File: src/rtl/clock_setup_ctrl_if.sv
// Button inputs and counter-control outputs of the clock setup sequencer.
// The master modport is the side that drives the buttons and watches the controls.
interface clock_setup_ctrl_if;
  logic       btn_mode;
  logic       btn_up;
  logic       btn_down;
  logic       display;
  logic [5:0] setup_n;
  logic [2:0] field_sel;
  logic       inc_dec;
  logic       tick;
  logic       blink;

  modport master (
    output btn_mode, btn_up, btn_down,
    input  display, setup_n, field_sel, inc_dec, tick, blink
  );

  modport slave (
    input  btn_mode, btn_up, btn_down,
    output display, setup_n, field_sel, inc_dec, tick, blink
  );
endinterface

File: src/rtl/clock_setup_ctrl.sv
// Front-panel sequencer for the century clock's time-field counters.
// Steps through RUN and the six SET states on mode presses, turns up/down
// presses into single-cycle adjust ticks with press-and-hold auto-repeat,
// falls back to RUN after an idle timeout and blinks the edited field.
module clock_setup_ctrl #(
  parameter int HOLD_DELAY    = 25_000_000,
  parameter int REPEAT_PERIOD = 5_000_000,
  parameter int TIMEOUT       = 500_000_000,
  parameter int BLINK_HALF    = 12_500_000
) (
  input logic          clk,
  input logic          rst_n,
  clock_setup_ctrl_if.slave bus
);

  localparam int RPT_MAX = (HOLD_DELAY > REPEAT_PERIOD) ? HOLD_DELAY : REPEAT_PERIOD;
  localparam int RW      = $clog2(RPT_MAX);
  localparam int TW      = $clog2(TIMEOUT);
  localparam int BW      = (BLINK_HALF > 1) ? $clog2(BLINK_HALF) : 1;

  localparam logic [RW-1:0] HOLD_LAST  = RW'(HOLD_DELAY - 1);
  localparam logic [RW-1:0] RPT_LAST   = RW'(REPEAT_PERIOD - 1);
  localparam logic [TW-1:0] TMO_LAST   = TW'(TIMEOUT - 1);
  localparam logic [BW-1:0] BLINK_LAST = BW'(BLINK_HALF - 1);

  typedef enum logic [2:0] {
    RUN      = 3'd0,
    SET_SEC  = 3'd1,
    SET_MIN  = 3'd2,
    SET_HOUR = 3'd3,
    SET_DAY  = 3'd4,
    SET_MON  = 3'd5,
    SET_YEAR = 3'd6
  } state_t;

  state_t        state, nxt_state;
  logic          mode_q, up_q, down_q;
  logic          act_up, act_down, repeating;
  logic [RW-1:0] rep_cnt;
  logic [TW-1:0] tmo_cnt;
  logic [BW-1:0] blink_cnt;

  logic mode_rise, up_rise, down_rise;
  logic in_set, tmo_hit, both;
  logic press_up, press_down, hold_up, hold_down;
  logic rep_last, abort, tick_nxt;

  // Mode button walks the fields in order and wraps back to RUN.
  function automatic state_t advance(input state_t s);
    case (s)
      RUN:      return SET_SEC;
      SET_SEC:  return SET_MIN;
      SET_MIN:  return SET_HOUR;
      SET_HOUR: return SET_DAY;
      SET_DAY:  return SET_MON;
      SET_MON:  return SET_YEAR;
      default:  return RUN;
    endcase
  endfunction

  // Active-low enable for the counter being edited; none in RUN.
  function automatic logic [5:0] field_enable_n(input state_t s);
    case (s)
      SET_SEC:  return 6'b111110;
      SET_MIN:  return 6'b111101;
      SET_HOUR: return 6'b111011;
      SET_DAY:  return 6'b110111;
      SET_MON:  return 6'b101111;
      SET_YEAR: return 6'b011111;
      default:  return 6'b111111;
    endcase
  endfunction

  // Edge detection, press/hold qualification and next-state selection.
  always_comb begin
    mode_rise  = bus.btn_mode & ~mode_q;
    up_rise    = bus.btn_up   & ~up_q;
    down_rise  = bus.btn_down & ~down_q;
    in_set     = (state != RUN);
    tmo_hit    = in_set && (tmo_cnt == TMO_LAST);
    both       = bus.btn_up & bus.btn_down;
    press_up   = up_rise   & ~bus.btn_down;
    press_down = down_rise & ~bus.btn_up;
    hold_up    = act_up   & bus.btn_up   & ~bus.btn_down;
    hold_down  = act_down & bus.btn_down & ~bus.btn_up;
    // First repeat waits the long hold delay, later ones the shorter period.
    rep_last   = repeating ? (rep_cnt == RPT_LAST) : (rep_cnt == HOLD_LAST);
    // Mode presses and timeouts take priority over any adjust activity.
    abort      = ~in_set | mode_rise | tmo_hit | both;
    tick_nxt   = ~abort & (press_up | press_down | ((hold_up | hold_down) & rep_last));
    if (mode_rise)    nxt_state = advance(state);
    else if (tmo_hit) nxt_state = RUN;
    else              nxt_state = state;
  end

  // Sequencer state, counters and all registered outputs.
  always_ff @(posedge clk or negedge rst_n) begin
    if (!rst_n) begin
      state         <= RUN;
      mode_q        <= 1'b0;
      up_q          <= 1'b0;
      down_q        <= 1'b0;
      act_up        <= 1'b0;
      act_down      <= 1'b0;
      repeating     <= 1'b0;
      rep_cnt       <= '0;
      tmo_cnt       <= '0;
      blink_cnt     <= '0;
      bus.display   <= 1'b0;
      bus.setup_n   <= 6'b111111;
      bus.field_sel <= 3'd0;
      bus.tick      <= 1'b0;
      bus.inc_dec   <= 1'b1;
      bus.blink     <= 1'b0;
    end else begin
      mode_q        <= bus.btn_mode;
      up_q          <= bus.btn_up;
      down_q        <= bus.btn_down;
      state         <= nxt_state;
      bus.display   <= (nxt_state != RUN);
      bus.setup_n   <= field_enable_n(nxt_state);
      bus.field_sel <= nxt_state;
      bus.tick      <= tick_nxt;

      // Adjust: press gives an immediate tick, holding gives auto-repeat.
      if (abort) begin
        act_up    <= 1'b0;
        act_down  <= 1'b0;
        repeating <= 1'b0;
        rep_cnt   <= '0;
      end else if (press_up || press_down) begin
        bus.inc_dec <= press_up;
        act_up      <= press_up;
        act_down    <= press_down;
        repeating   <= 1'b0;
        rep_cnt     <= '0;
      end else if (hold_up || hold_down) begin
        if (rep_last) begin
          bus.inc_dec <= hold_up;
          repeating   <= 1'b1;
          rep_cnt     <= '0;
        end else begin
          rep_cnt <= rep_cnt + 1'b1;
        end
      end else begin
        act_up    <= 1'b0;
        act_down  <= 1'b0;
        repeating <= 1'b0;
        rep_cnt   <= '0;
      end

      // Inactivity timer: any user action restarts it, RUN keeps it idle.
      if (!in_set || mode_rise || tmo_hit || tick_nxt) tmo_cnt <= '0;
      else                                            tmo_cnt <= tmo_cnt + 1'b1;

      // Blink restarts visible on every field change and is dark in RUN.
      if (nxt_state != state) begin
        bus.blink <= (nxt_state != RUN);
        blink_cnt <= '0;
      end else if (!in_set) begin
        bus.blink <= 1'b0;
        blink_cnt <= '0;
      end else if (blink_cnt == BLINK_LAST) begin
        bus.blink <= ~bus.blink;
        blink_cnt <= '0;
      end else begin
        blink_cnt <= blink_cnt + 1'b1;
      end
    end
  end

endmodule

File: src/flat_wrapper.sv
// flat-port wrapper written by rule: the top's interface ports become plain ports
module clock_setup_ctrl_flat 
#(
  parameter int HOLD_DELAY    = 25_000_000,
  parameter int REPEAT_PERIOD = 5_000_000,
  parameter int TIMEOUT       = 500_000_000,
  parameter int BLINK_HALF    = 12_500_000
)
  (clk, rst_n, bus_btn_mode, bus_btn_up, bus_btn_down, bus_display, bus_setup_n, bus_field_sel, bus_inc_dec, bus_tick, bus_blink);
  clock_setup_ctrl_if bus_i ();
  input logic clk;
  input logic rst_n;
  input wire logic [$bits(bus_i.btn_mode)-1:0] bus_btn_mode;
  input wire logic [$bits(bus_i.btn_up)-1:0] bus_btn_up;
  input wire logic [$bits(bus_i.btn_down)-1:0] bus_btn_down;
  output wire logic [$bits(bus_i.display)-1:0] bus_display;
  output wire logic [$bits(bus_i.setup_n)-1:0] bus_setup_n;
  output wire logic [$bits(bus_i.field_sel)-1:0] bus_field_sel;
  output wire logic [$bits(bus_i.inc_dec)-1:0] bus_inc_dec;
  output wire logic [$bits(bus_i.tick)-1:0] bus_tick;
  output wire logic [$bits(bus_i.blink)-1:0] bus_blink;
  assign bus_i.btn_mode = bus_btn_mode;
  assign bus_i.btn_up = bus_btn_up;
  assign bus_i.btn_down = bus_btn_down;
  assign bus_display = bus_i.display;
  assign bus_setup_n = bus_i.setup_n;
  assign bus_field_sel = bus_i.field_sel;
  assign bus_inc_dec = bus_i.inc_dec;
  assign bus_tick = bus_i.tick;
  assign bus_blink = bus_i.blink;
  clock_setup_ctrl #(.HOLD_DELAY(HOLD_DELAY), .REPEAT_PERIOD(REPEAT_PERIOD), .TIMEOUT(TIMEOUT), .BLINK_HALF(BLINK_HALF)) u_core (.clk(clk), .rst_n(rst_n), .bus(bus_i));
endmodule
File: config.mk
export PLATFORM = sky130hd
export DESIGN_NAME = clock_setup_ctrl_flat
export DESIGN_NICKNAME = d
export VERILOG_FILES = /design/src/rtl/clock_setup_ctrl_if.sv /design/src/rtl/clock_setup_ctrl.sv /design/src/flat_wrapper.sv
export SDC_FILE = /design/constraint.sdc
export NUM_CORES = 1
export LEC_CHECK = 0
export CAP_MARGIN = 20
export CORE_MARGIN = 4
export CORE_UTILIZATION = 53
export CTS_CLUSTER_SIZE = 28
export DETAILED_ROUTE_END_ITERATION = 10
export PLACE_DENSITY = 0.72
export SLEW_MARGIN = 20
export SYNTH_ARGS = -nofsm -noshare
export SYNTH_HDL_FRONTEND = slang
export SYNTH_SLANG_ARGS = --single-unit
export TNS_END_PERCENT = 5
File: constraint.sdc
create_clock -name clk -period 3.9 [get_ports clk]
set_input_delay 0.78 -clock clk [delete_from_list [all_inputs] [get_ports clk]]
set_output_delay 0.78 -clock clk [all_outputs]
set_load 0.005 [all_outputs]
== Word level (Yosys, flattened, before mapping) ==
Index checks and enable logic that the tools add are counted.
Storage, ports and cells
  register bits: 97
  bits in latches: 0
  memory bits (writable): 0
  bits in read-only memories: 0
  output and inout bits: 13
  word-level logic and storage cells: 104
  memories: 0
Operators by class
  add/subtract/negate cells: 3
  multiply operators: 0
  divide/modulo/power cells: 0
  order comparisons: 0
  equal/unequal tests: 19
  shifts and indexed selects: 0
  multiplexer cells: 28
  bitwise operators: 26
  reductions and logical operators: 13
Operators with widths (count)
  $mux W25: 4
  $mux W24: 3
  $pmux W6 S6: 1
  $add A29 B1 Y29 const B: 1
  $eq A29 B29 Y1 const B: 1
  $mux W29: 1
  $add A25 B1 Y25 const B: 1
  $eq A25 B23 Y1 const B: 1
  $eq A25 B25 Y1 const B: 1
  $add A24 B1 Y24 const B: 1
  $eq A24 B24 Y1 const B: 1
  $pmux W3 S6: 1
  $mux W1: 16
  $eq A3 B3 Y1 const B: 5
  $and A1 B1 Y1: 12
  $eq A3 B2 Y1 const B: 4
  $not A1 Y1: 8
  $eq A3 B1 Y1 const B: 2
  $mux W3: 2
  $or A1 B1 Y1: 6
  $reduce_bool A3 Y1: 2
  $logic_or A1 B1 Y1: 5
  $ne A4 B1 Y1 const B: 1
  $reduce_bool A2 Y1: 2
  other kinds (7): 7

== Logic depth before layout (Yosys ltp) ==
Gate-level depths: netlist (run 1).
  word-level depth: 9
  mapped depth: 8
  depth with buffers taken out: 6

== Least setup slack after synthesis (run 1) ==
No wires, ideal clock.
  path type: input-to-reg
  start point: input bus_btn_up
  end point: register u_core.rep_cnt[10]
  arrival time: 2.166 ns
  required time: 3.829 ns
  setup slack: 1.663 ns
  stages: 7
  path buffers: 2
  cell sequence: nor3b_1 > a21oi_1 > nor2b_1 > or4b_1 > buf_6 > buf_12 > nor2_2
On the way
  longest elaborated chain between the ends: 6
  elaborated cells between the ends (all ways): 14
Ends and longest elaborated chain
  start, declared: RTL line flat_wrapper.sv:14  | input wire logic [$bits(bus_i.btn_up)-1:0] bus_btn_up;
  $and A1 B1 Y1 / $not A1 Y1 (equally long branches): RTL line clock_setup_ctrl.sv:84, clock_setup_ctrl.sv:83, clock_setup_ctrl.sv:85
  $and A1 B1 Y1 (on tied branches): RTL line clock_setup_ctrl.sv:84, clock_setup_ctrl.sv:85
  $logic_or A1 B1 Y1: RTL line clock_setup_ctrl.sv:137  | end else if (hold_up || hold_down) begin
  $mux W25: RTL line clock_setup_ctrl.sv:137
  $mux W25: RTL line clock_setup_ctrl.sv:131  | end else if (press_up || press_down) begin
  $mux W25 *: RTL line clock_setup_ctrl.sv:126  | if (abort) begin
  end signal, assigned: RTL line clock_setup_ctrl.sv:143  | rep_cnt <= rep_cnt + 1'b1;
  end, declared: RTL line clock_setup_ctrl.sv:39  | logic [RW-1:0] rep_cnt;
Mark *: on every way between the ends. The rest lies on a longest branch, timed or not.
A chain may end at the register's enable or synchronous reset.

== Worst setup path after layout (run 1) ==
  start point: register u_core.tmo_cnt[0]
  end point: register u_core.bus.blink
On the way
  longest elaborated chain between the ends: 6
  elaborated cells between the ends (all ways): 8
Ends and longest elaborated chain
  start, declared: RTL line clock_setup_ctrl.sv:40  | logic [TW-1:0] tmo_cnt;
  start signal, assigned: RTL line clock_setup_ctrl.sv:154  | else tmo_cnt <= tmo_cnt + 1'b1;
  $eq A29 B29 Y1 *: RTL line clock_setup_ctrl.sv:80  | tmo_hit = in_set && (tmo_cnt == TMO_LAST);
  $logic_and A1 B1 Y1 *: RTL line clock_setup_ctrl.sv:80
  $mux W3 *: RTL line clock_setup_ctrl.sv:92  | else if (tmo_hit) nxt_state = RUN;
  $mux W3 *: RTL line clock_setup_ctrl.sv:91  | if (mode_rise) nxt_state = advance(state);
  $ne A3 B3 Y1 / $reduce_bool A3 Y1 (equally long branches): RTL line clock_setup_ctrl.sv:157, clock_setup_ctrl.sv:158
  $ne A3 B3 Y1 (no source line) / $mux W1 (equally long branches)
  end signal, assigned: RTL line clock_setup_ctrl.sv:158  | bus.blink <= (nxt_state != RUN);
  end signal, assigned: RTL line clock_setup_ctrl.sv:164  | bus.blink <= ~bus.blink;
  end, declared: RTL line clock_setup_ctrl_if.sv:21  | output display, setup_n, field_sel, inc_dec, tick, blink
Marks and branches as above.

==> impl_metrics.tcl, run 1 <==
set metrics [dict create \
    skew_ps 12.5 \
    wl_per_cell_um 14.4 \
    crit_required_ps 4140 \
    drc 0 \
    crit_path_start_kind "flip-flop" \
    end_kind "flip-flop" \
    viasPerCell 5.61 \
    io_pins 18 \
    min-delay-path-class "reg2reg" \
    placedCellCount 585 \
    syn_inst 467 \
    timing.rr.start "u_core.tmo_cnt[0]$_DFF_PN0_" \
    die_h_um 103 \
    yosys_warnings 0 \
    first_pass_iters 4 \
    setup_slack_ps 1310 \
    regArea_mm2 0.00244 \
    async_reset_ff_share_pct 100 \
    die_area_mm2 0.0106 \
    vias 3370 \
    start_util_pct 54.5 \
    maxCapViolations 0 \
    post-cts-setup-buffers 0 \
    h-tree-depth 3 \
    whs_path_depth 1 \
    layout-drive-gt1-share_pct 11.4 \
    grt_overflow 0 \
    die_w_um 103 \
    avgSynthCellArea_um2 10.2 \
    synth_area_mm2 0.00476 \
    setup_viol 0 \
    clockRootBuffer "clkbuf_8" \
    r2r_end "u_core.bus.blink$_DFFE_PN0P_" \
    p_per_area_mw_per_mm2 392 \
    synth_area_leaders "dfrtp_1 (47%), xor2_1 (9.6%), nor2_1 (6.2%), dfstp_2 (3.9%), nand4_1 (3.8%)" \
    ys_ff_latch 97 \
    grt_max_degree 65 \
    clk_pin_slew_ps 90 \
    nFillCells 722 \
    rr_worst_depth 6 \
    totalWireLength_mm 8.68 \
    syn2layout_area_growth_pct 9.15 \
    layout.nets 496 \
    synth_nets 475 \
    min_to "u_core.blink_cnt[0]$_DFF_PN0_" \
    clock_sinks 97 \
    grt_pass1_vias 3181 \
    hold_buffers 0 \
    critPathKind "reg2reg" \
    finalPower_uw 2040 \
    rsz0062_at_grt "false" \
    grt_usage_pct 17.6 \
    cts_tree "yes" \
    cts_buffers 9 \
    core_mm2 0.00872 \
    first_iter_violations 203 \
    drv_slew 0 \
    max_freq_mhz 386 \
    n_antenna_cell 0 \
    place_congestion 0.816 \
    status "finished, final reports clean" \
    fin_cells 601 \
    clock_path_buffers 2 \
    grt_pass1_wl_mm 14.8 \
    hpwlAfterDp_mm 5.99 \
    dp_worst_setup_slack_ps 982 \
    clkLatencyLatePin_ps 350 \
    multi_input_area_mm2 0.00217 \
    synth_top_area_share_pct 47.3 \
    portBuffers 17 \
    arrival_ps 2830 \
    ant_nets 0 \
    hold_violations 0 \
    layout_min_cycle_time_ps 2590 \
    worstMarginPinSlew_ps 968 \
    yosysTopAreaCell "dfrtp_1" \
    rrSetupSlack_ps 1310 \
    min_from "u_core.blink_cnt[0]$_DFF_PN0_" \
    cts.repair.resized 0 \
    p_leak_uw 0.00211 \
    row_count 34 \
    yosysSeqAreaShare_pct 51.2 \
    synth_edf_count 0 \
    final_area_mm2 0.00519 \
    yosysUniqueCellTypes 53 \
    placed_area_mm2 0.00500 \
    crit_fanout 24 \
    ir_drop_mv 0.207 \
    synthFlopType "dfrtp_1" \
    relSlewSlack_pct 35.0 \
    finalCritPeriodShare_pct 66.5 \
    final.setup.tns_ps 0 \
    antenna_found_initial 0 \
]
-- metal layers --
metal	vias to the layer above	track usage (%)	part of all wire [%]
li1	1653	-	-
met1	1657	26.3	52
met2	51	26.8	44
met3	9	2.64	3.2
met4	0	5.08	1.1
met5	-	0	0
-- flip-flops by register name, indices dropped and copies added, names as in the netlist --
name / count
u_core.up_q: 1
u_core.bus.display: 1
u_core.act_down: 1
u_core.bus.blink: 1
u_core.bus.tick: 1
u_core.bus.setup_n: 6
u_core.bus.field_sel: 3
u_core.down_q: 1
u_core.blink_cnt: 24
u_core.mode_q: 1
u_core.rep_cnt: 25
u_core.act_up: 1
u_core.tmo_cnt: 29
u_core.bus.inc_dec: 1
u_core.repeating: 1
-- critical path: stages (launching register included) --
cell     delay [ps]
dfrtp_1         390
ha_1            250
nand4_1         250
nor2_1          300
and3_4          270
or3_1           640
mux2_1          380
-- cells in the final DEF, fill, tap and decap left out, drive strengths merged, types with 2 or more instances in the layout --
cell	n
a211oi	3
a21oi	5
and2	3
and3	15
and4	6
buf	7
clkbuf	11
clkdlybuf4s50	16
clkinv	2
clkinvlp	2
dfrtp	90
dfstp	7
ha	3
inv	13
mux2	2
mux2i	2
nand2	28
nand3	32
nand4	29
nor2	98
nor2b	3
nor3	6
nor3b	2
nor4	6
nor4b	5
nor4bb	4
o21ai	2
o31ai	2
or2	2
xnor2	19
xor2	52
-- power by group --
| group | internal [uW] | leakage [uW] | switching (uW) |
|---|---|---|---|
| Clock | 312 | 0.0000953 | 338 |
| Sequential | 1070 | 0.00131 | 52.7 |
| Combinational | 115 | 0.000706 | 147 |
| Total | 1500 | 0.00211 | 537 |
-- per-stage QoR --
stage	util [%]	hold slack [ps]
2_1_floorplan	-	448
3_3_place_gp	57.2	468
3_5_place_dp	57.3	473
4_1_cts	59.5	484
5_1_grt	59.5	518
6_report	59.5	484
-- logic make-up (layout without fill, tap and decap cells) --
kind of cell | Yosys count | after routing | synth area share, %
XOR/XNOR | 71 | 71 | 13.1
buffers and inverters | 26 | 52 | 3.26
multiplexers | 4 | 4 | 0.894
AND/OR/NAND/NOR | 246 | 246 | 27.7
AO/OA/AOI/OAI | 20 | 20 | 3.05
adder cells (fa/ha/maj) | 3 | 3 | 0.789
flip-flops | 97 | 97 | 51.2
-- synth_stat cells (2+ instances only) --
cell	n
nand3_1	32
nor2_4	3
nor2b_1	3
nor4bb_1	4
dfrtp_1	90
buf_12	2
nor2_2	17
a21oi_1	5
clkbuf_1	3
nor2_1	78
nand4_1	29
and4_1	6
xor2_1	52
and3_1	13
nor3_1	6
buf_2	5
buf_6	2
o21ai_0	2
mux2i_1	2
xnor2_1	19
nand2_1	28
ha_1	3
o31ai_1	2
and2_1	3
and3_4	2
dfstp_2	7
nor4_1	6
nor4b_1	4
a211oi_1	2
inv_1	13
nor3b_1	2
-- cell type report --
| cell class | instances | area share, % |
|---|---|---|
| inverters | 13 | 0.940 |
| clock inverters | 5 | 1.06 |
| multi-input cells | 344 | 41.7 |
| repair buffers | 23 | 4.05 |
| well taps | 108 | 2.60 |
| flip-flops and latches | 97 | 46.9 |
| clock buffers | 11 | 2.72 |
-- how the worst max path moves through the flow --
stage / startpoint / end / slack (ps)
final: u_core.tmo_cnt[0]$_DFF_PN0_ / u_core.bus.blink$_DFFE_PN0P_ / 1310
after global routing: u_core.tmo_cnt[0]$_DFF_PN0_ / u_core.bus.blink$_DFFE_PN0P_ / 1030
after CTS: u_core.tmo_cnt[0]$_DFF_PN0_ / u_core.bus.blink$_DFFE_PN0P_ / 1280
after detailed placement: bus_btn_down / u_core.rep_cnt[5]$_DFF_PN0_ / 980
after global placement: bus_btn_down / u_core.rep_cnt[3]$_DFF_PN0_ / 1060
after floorplan: bus_btn_up / u_core.rep_cnt[10]$_DFF_PN0_ / 1660
(Power assumes the default switching activity.)
==> inputs of run 2 (changes only) <==
clock period = 2.6 ns   (was 3.9 ns; I/O delays follow)
==> run 2 against run 1 <==
  * Sequential power increased by 51%
  * Clock skew increased by 3.7 ps
  * Final area increased by 1.0%
  * Largest cell class unchanged
  * Highest routed layer unchanged
==> impl_metrics.tcl, run 2 (same netlist as run 1, synthesis figures left out) <==
set metrics [dict create \
    status "finished, final reports clean" \
    final.setup.tns_ps 0 \
    regMostFlops "u_core.tmo_cnt" \
    crit_chain "ha_1 -> nand4_1 -> nor2_1 -> and3_4 -> or4b_1 -> buf_12 -> nor2_1" \
    crit_required_ps 2890 \
    grt_pass1_wl_mm 15.4 \
    relSlewSlack_pct 51.9 \
    placedCellCount 591 \
    hpwlAfterDp_mm 6.04 \
    drc 0 \
    ant_nets 0 \
    crit_path_start_kind "flip-flop" \
    critical_path.top_delay_family "simple AND/OR/NAND/NOR gates" \
    die_area_mm2 0.0106 \
    grt_max_degree 44 \
    clock_path_buffers 2 \
    clkLatencyLatePin_ps 360 \
    core_mm2 0.00872 \
    p_per_area_mw_per_mm2 566 \
    vias 3375 \
    clock_sinks 97 \
    h-tree-depth 3 \
    max_freq_mhz 445 \
    cts_tree "yes" \
    first_iter_violations 157 \
    grt_use_met3_pct 2.84 \
    antenna_found_initial 0 \
    min-delay-path-class "in2async" \
    io_pins 18 \
    layout-drive-gt1-share_pct 12.2 \
    viasPerCell 5.56 \
    skew_ps 16.2 \
    fin_cells 607 \
    use_met1_pct 25.4 \
    nFillCells 713 \
    cts.repair.resized 0 \
    totalWireLength_mm 8.72 \
    syn2layout_area_growth_pct 10.3 \
    cpMaxStageDelayCell "or4b_1" \
    path_common_cell "nor2_1" \
    critPathKind "reg2reg" \
    finalCritPeriodShare_pct 86.4 \
    top_regs "u_core.tmo_cnt (29), u_core.rep_cnt (25), u_core.blink_cnt (24)" \
    crit_fanout 25 \
    arrival_ps 2540 \
    grt_pass1_vias 3290 \
    die_w_um 103 \
    utilization_pct 60.1 \
    grt.busiest_layer "met2" \
    timing.rr.start "u_core.tmo_cnt[0]$_DFF_PN0_" \
    startpoint "u_core.tmo_cnt[0]$_DFF_PN0_" \
    drv_slew 0 \
    clockRootBuffer "clkbuf_8" \
    layout.nets 502 \
    cts_buffers 9 \
    largest_register_ffs 29 \
    grt_overflow 0 \
    p_leak_uw 0.00214 \
    setup_viol 0 \
    final_cell_mix "dfrtp_1 (90), nor2_1 (78), xor2_1 (52), nand3_1 (32), nand4_1 (29)" \
    maxCapViolations 0 \
    row_count 34 \
    start_util_pct 54.5 \
    wl_per_cell_um 14.4 \
    place_congestion 0.827 \
    end_kind "flip-flop" \
    worstMarginPinSlew_ps 719 \
    critical_path.max_stage_delay_ps 570 \
    critPathBufInv 1 \
    ir_drop_mv 0.306 \
    hold_buffers 0 \
    clk_pin_slew_ps 100 \
    die_h_um 103 \
    grt_use_met2_pct 28.5 \
    first_pass_iters 4 \
    n_antenna_cell 0 \
    final_common_cell "dfrtp_1" \
    layout_min_cycle_time_ps 2250 \
    hold_violations 0 \
    post-cts-setup-buffers 0 \
    grt_usage_pct 18.1 \
    finalPower_uw 2970 \
    portBuffers 17 \
    rsz0062_at_grt "false" \
]
## run 2: changes by cell type in the layout (fill, tap and decap cells not counted), sizes merged
cell	previous run	this run
bufinv	1	0
clkinvlp	2	3
buf	7	13
## run 2: cell type report
class / count / area, um2 / area share, %
Multi-Input combinational cell: 344 / 2170 / 41.3
Tap cell: 108 / 135 / 2.58
Timing Repair Buffer: 29 / 295 / 5.63
Clock inverter: 5 / 32.5 / 0.620
Sequential cell: 97 / 2440 / 46.4
Clock buffer: 11 / 131 / 2.50
Inverter: 13 / 48.8 / 0.930
## run 2: final timing paths
check,end,slack (ps),cells past startpoint
setup / recovery,u_core.rep_cnt[2]$_DFF_PN0_,350,7
hold / removal,u_core.rep_cnt[15]$_DFF_PN0_,100,1
setup reg to reg,u_core.rep_cnt[2]$_DFF_PN0_,350,7
hold reg to reg,u_core.blink_cnt[0]$_DFF_PN0_,480,1
max in group asynchronous,u_core.blink_cnt[1]$_DFF_PN0_,1830,2
min in group clk,u_core.blink_cnt[0]$_DFF_PN0_,480,1
## run 2: metal layers
layer  routed length (um)  up-vias
met2                 4000       67
li1                     -     1661
met4                  124        0
met5                    0        -
met3                  290       11
met1                 4310     1636
## run 2: worst register-to-register path, delay by kind of cell (launching register included)
kind	cells	cell delay [ps]
adders and majority gates	1	260
buffers and inverters	1	200
and+or+nand+nor	5	1300
DFF	1	420
## run 2: stage by stage
stage | setup slack [ps] | cell area (um2) | hold slack [ps]
6_report | 353 | 5250 | 104
5_1_grt | 243 | 5250 | 137
4_1_cts | 347 | 5250 | 115
3_5_place_dp | 130 | 5080 | 472
3_3_place_gp | 210 | 5080 | 470
2_1_floorplan | 555 | 4760 | 224
## run 2: power breakdown
part	switching (uW)	internal (uW)	total, uW	leakage, uW
combinational	231	199	430	0.000752
sequential	78.9	1610	1690	0.00131
clock	509	346	855	0.0000753
==> RTL change: new RTL, flow settings as in run 2 <==
`TIMEOUT` is set to 500_000_000 in 2 places; all go to 250_000_000.
--- a/src/rtl/clock_setup_ctrl.sv
+++ b/src/rtl/clock_setup_ctrl.sv
@@ -5,7 +5,7 @@
 module clock_setup_ctrl #(
   parameter int HOLD_DELAY    = 25_000_000,
   parameter int REPEAT_PERIOD = 5_000_000,
-  parameter int TIMEOUT       = 500_000_000,
+  parameter int TIMEOUT       = 250_000_000,
   parameter int BLINK_HALF    = 12_500_000
 ) (
   input logic          clk,
--- a/src/flat_wrapper.sv
+++ b/src/flat_wrapper.sv
@@ -3,7 +3,7 @@
 #(
   parameter int HOLD_DELAY    = 25_000_000,
   parameter int REPEAT_PERIOD = 5_000_000,
-  parameter int TIMEOUT       = 500_000_000,
+  parameter int TIMEOUT       = 250_000_000,
   parameter int BLINK_HALF    = 12_500_000
 )
   (clk, rst_n, bus_btn_mode, bus_btn_up, bus_btn_down, bus_display, bus_setup_n, bus_field_sel, bus_inc_dec, bus_tick, bus_blink);
Formal check against the unedited RTL: no difference found for any inputs over 10 cycles, from zero or initial values and one cycle with rst_n low; that may be too few to reach the edited logic, so the function may still have changed.
==> RTL change against run 2 <==
  * Design area is 1.1% lower
  * Sequential power decreased by 3%
  * Area after synthesis down 1.3%
  * Sequential cell count is 1 lower
  * Critical path depth down 1
  * Global-route usage up 0.18 points
  * Wire length grew 0.40%
  * Worst setup slack lost 0.14 ns
  * Power rose by 1.9%
  * Synthesized cell count up 0.64%
  * Clock skew decreased by 0.00097 ns
==> RTL change: results <==
metrics = {
    "place": {
        "place_congestion": 0.799,
        "io_buffers": 17,
        "dp_worst_setup_slack_ns": -0.0175,
        "place_hpwl_mm": 5.94,
        "dp_cells": 587,
        "placed_cell_area_um2": 4980,
    },
    "routing": {
        "vias": 3378,
        "drtIter0Drc": 153,
        "viasPerCell": 5.60,
        "first_pass_iters": 4,
        "wl_per_cell_um": 14.5,
    },
    "final_layout": {
        "multi_input_area_um2": 2130,
        "antenna_cells": 0,
        "layout.nets": 498,
        "nFillCells": 765,
        "final_layout_size_suffix_gt1_share_pct": 7.68,
        "top_regs": "u_core.tmo_cnt: 28 flops, u_core.rep_cnt: 25 flops, u_core.blink_cnt: 24 flops",
    },
    "power": {
        "leakage_nw": 2.07,
        "peakVddDrop_mv": 0.387,
    },
    "global_route": {
        "grt_pass1_vias": 3281,
        "grt_max_degree": 41,
        "antenna_found_initial": 0,
        "track_usage_pct": 18.3,
        "grt_pass1_wl_mm": 15.4,
    },
    "setup_path": {
        "arrival_ns": 2.61,
        "cp_max_fo": 24,
        "reg2reg_depth": 6,
    },
    "clock_tree": {
        "cts_made_buffers": 9,
        "cts_root_buf": "clkbuf_8",
        "clock_path_buffers": 2,
        "clock_latency_ns": 0.36,
        "post_cts_buffers": 0,
        "path_clk_slew_ns": 0.10,
    },
    "logic_synthesis": {
        "yosys_most_used_dff": "dfrtp_1",
        "seq_area_frac_synth_pct": 51.3,
        "synthTopCellsByArea": "dfrtp_1 47%, xnor2_1 8.0%, nor2_1 7.4%",
        "synthCells": 470,
        "synth_nets": 478,
        "synth_cell_type_count": 51,
        "synthMostInstantiatedCell": "nor2_1",
        "synthTopCellsByCount": "93 x nor2_1, 89 x dfrtp_1, 43 x xnor2_1, 31 x nand2_1, 29 x xor2_1",
    },
    "timing": {
        "worstMarginPinSlew_ns": 0.610,
        "skew_ns": 0.0152,
    },
    "run_status": {
        "outcome": "complete, no violations",
    },
}
==> RTL change: cell count changes after synthesis, sizes merged, moves of 4 or more <==
cell | run 2 | this run
a21oi | 5 | 1
and3 | 15 | 10
clkbuf | 3 | 7
nand2 | 28 | 32
nand3 | 32 | 28
nand4 | 29 | 15
nor2 | 98 | 93
nor3 | 6 | 17
nor4 | 6 | 13
xnor2 | 19 | 43
xor2 | 52 | 29
==> RTL change: routing by layer <==
| layer | track usage [%] | share of wire (%) | vias to the layer above |
|---|---|---|---|
| met5 | 0 | 0 | - |
| met4 | 5.65 | 1.1 | 0 |
| met3 | 4.23 | 3.4 | 10 |
| met2 | 28.4 | 47 | 54 |
| met1 | 25.7 | 48 | 1661 |
| li1 | - | - | 1653 |
==> RTL change: cell type report <==
class / count / area share (%)
clock buffer: 11 / 2.53
sequential: 96 / 46.5
tap: 108 / 2.60
multi-input combinational: 346 / 41.1
timing repair buffer: 25 / 4.87
clock inverter: 5 / 1.57
inverter: 12 / 0.868
==> RTL change: where the power goes <==
part,switching (mW),leakage [nW],total (mW),internal (mW)
clock network,0.505,0.104,1.05,0.543
logic,0.183,0.667,0.340,0.158
registers,0.0677,1.30,1.64,1.57
total,0.756,2.07,3.03,2.27
==> RTL change: worst paths after layout <==
path,slack (ns),to,start
worst min register to register,0.48,u_core.tmo_cnt[0]$_DFF_PN0_,u_core.tmo_cnt[0]$_DFF_PN0_
worst min-delay path,0.12,u_core.blink_cnt[22]$_DFF_PN0_,rst_n
max in group asynchronous,1.76,u_core.bus.setup_n[3]$_DFF_PN1_,rst_n
min in group clk,0.48,u_core.tmo_cnt[0]$_DFF_PN0_,u_core.tmo_cnt[0]$_DFF_PN0_
worst max register to register,0.22,u_core.rep_cnt[23]$_DFF_PN0_,u_core.tmo_cnt[0]$_DFF_PN0_
worst max-delay path,0.22,u_core.rep_cnt[23]$_DFF_PN0_,u_core.tmo_cnt[0]$_DFF_PN0_
==> RTL change: logic make-up (layout without fill, tap and decap cells) <==
group | Yosys count | after routing | share of synthesized area, %
multiplexers | 4 | 4 | 0.879
XOR/XNOR | 72 | 72 | 13.4
AND/OR/NAND/NOR | 248 | 248 | 26.8
buffers and inverters | 28 | 53 | 3.28
adder cells (fa/ha/maj) | 3 | 3 | 0.799
flip-flops | 96 | 96 | 51.3
AO/OA/AOI/OAI | 19 | 19 | 3.46
==> RTL change: critical path, stage by stage (launching register included) <==
cell and delay, ns:
dfrtp_1 0.39, ha_1 0.22, nand3_2 0.16, or4_4 0.60, o311a_1 0.39, nand2_2 0.37
nor2_1 0.12
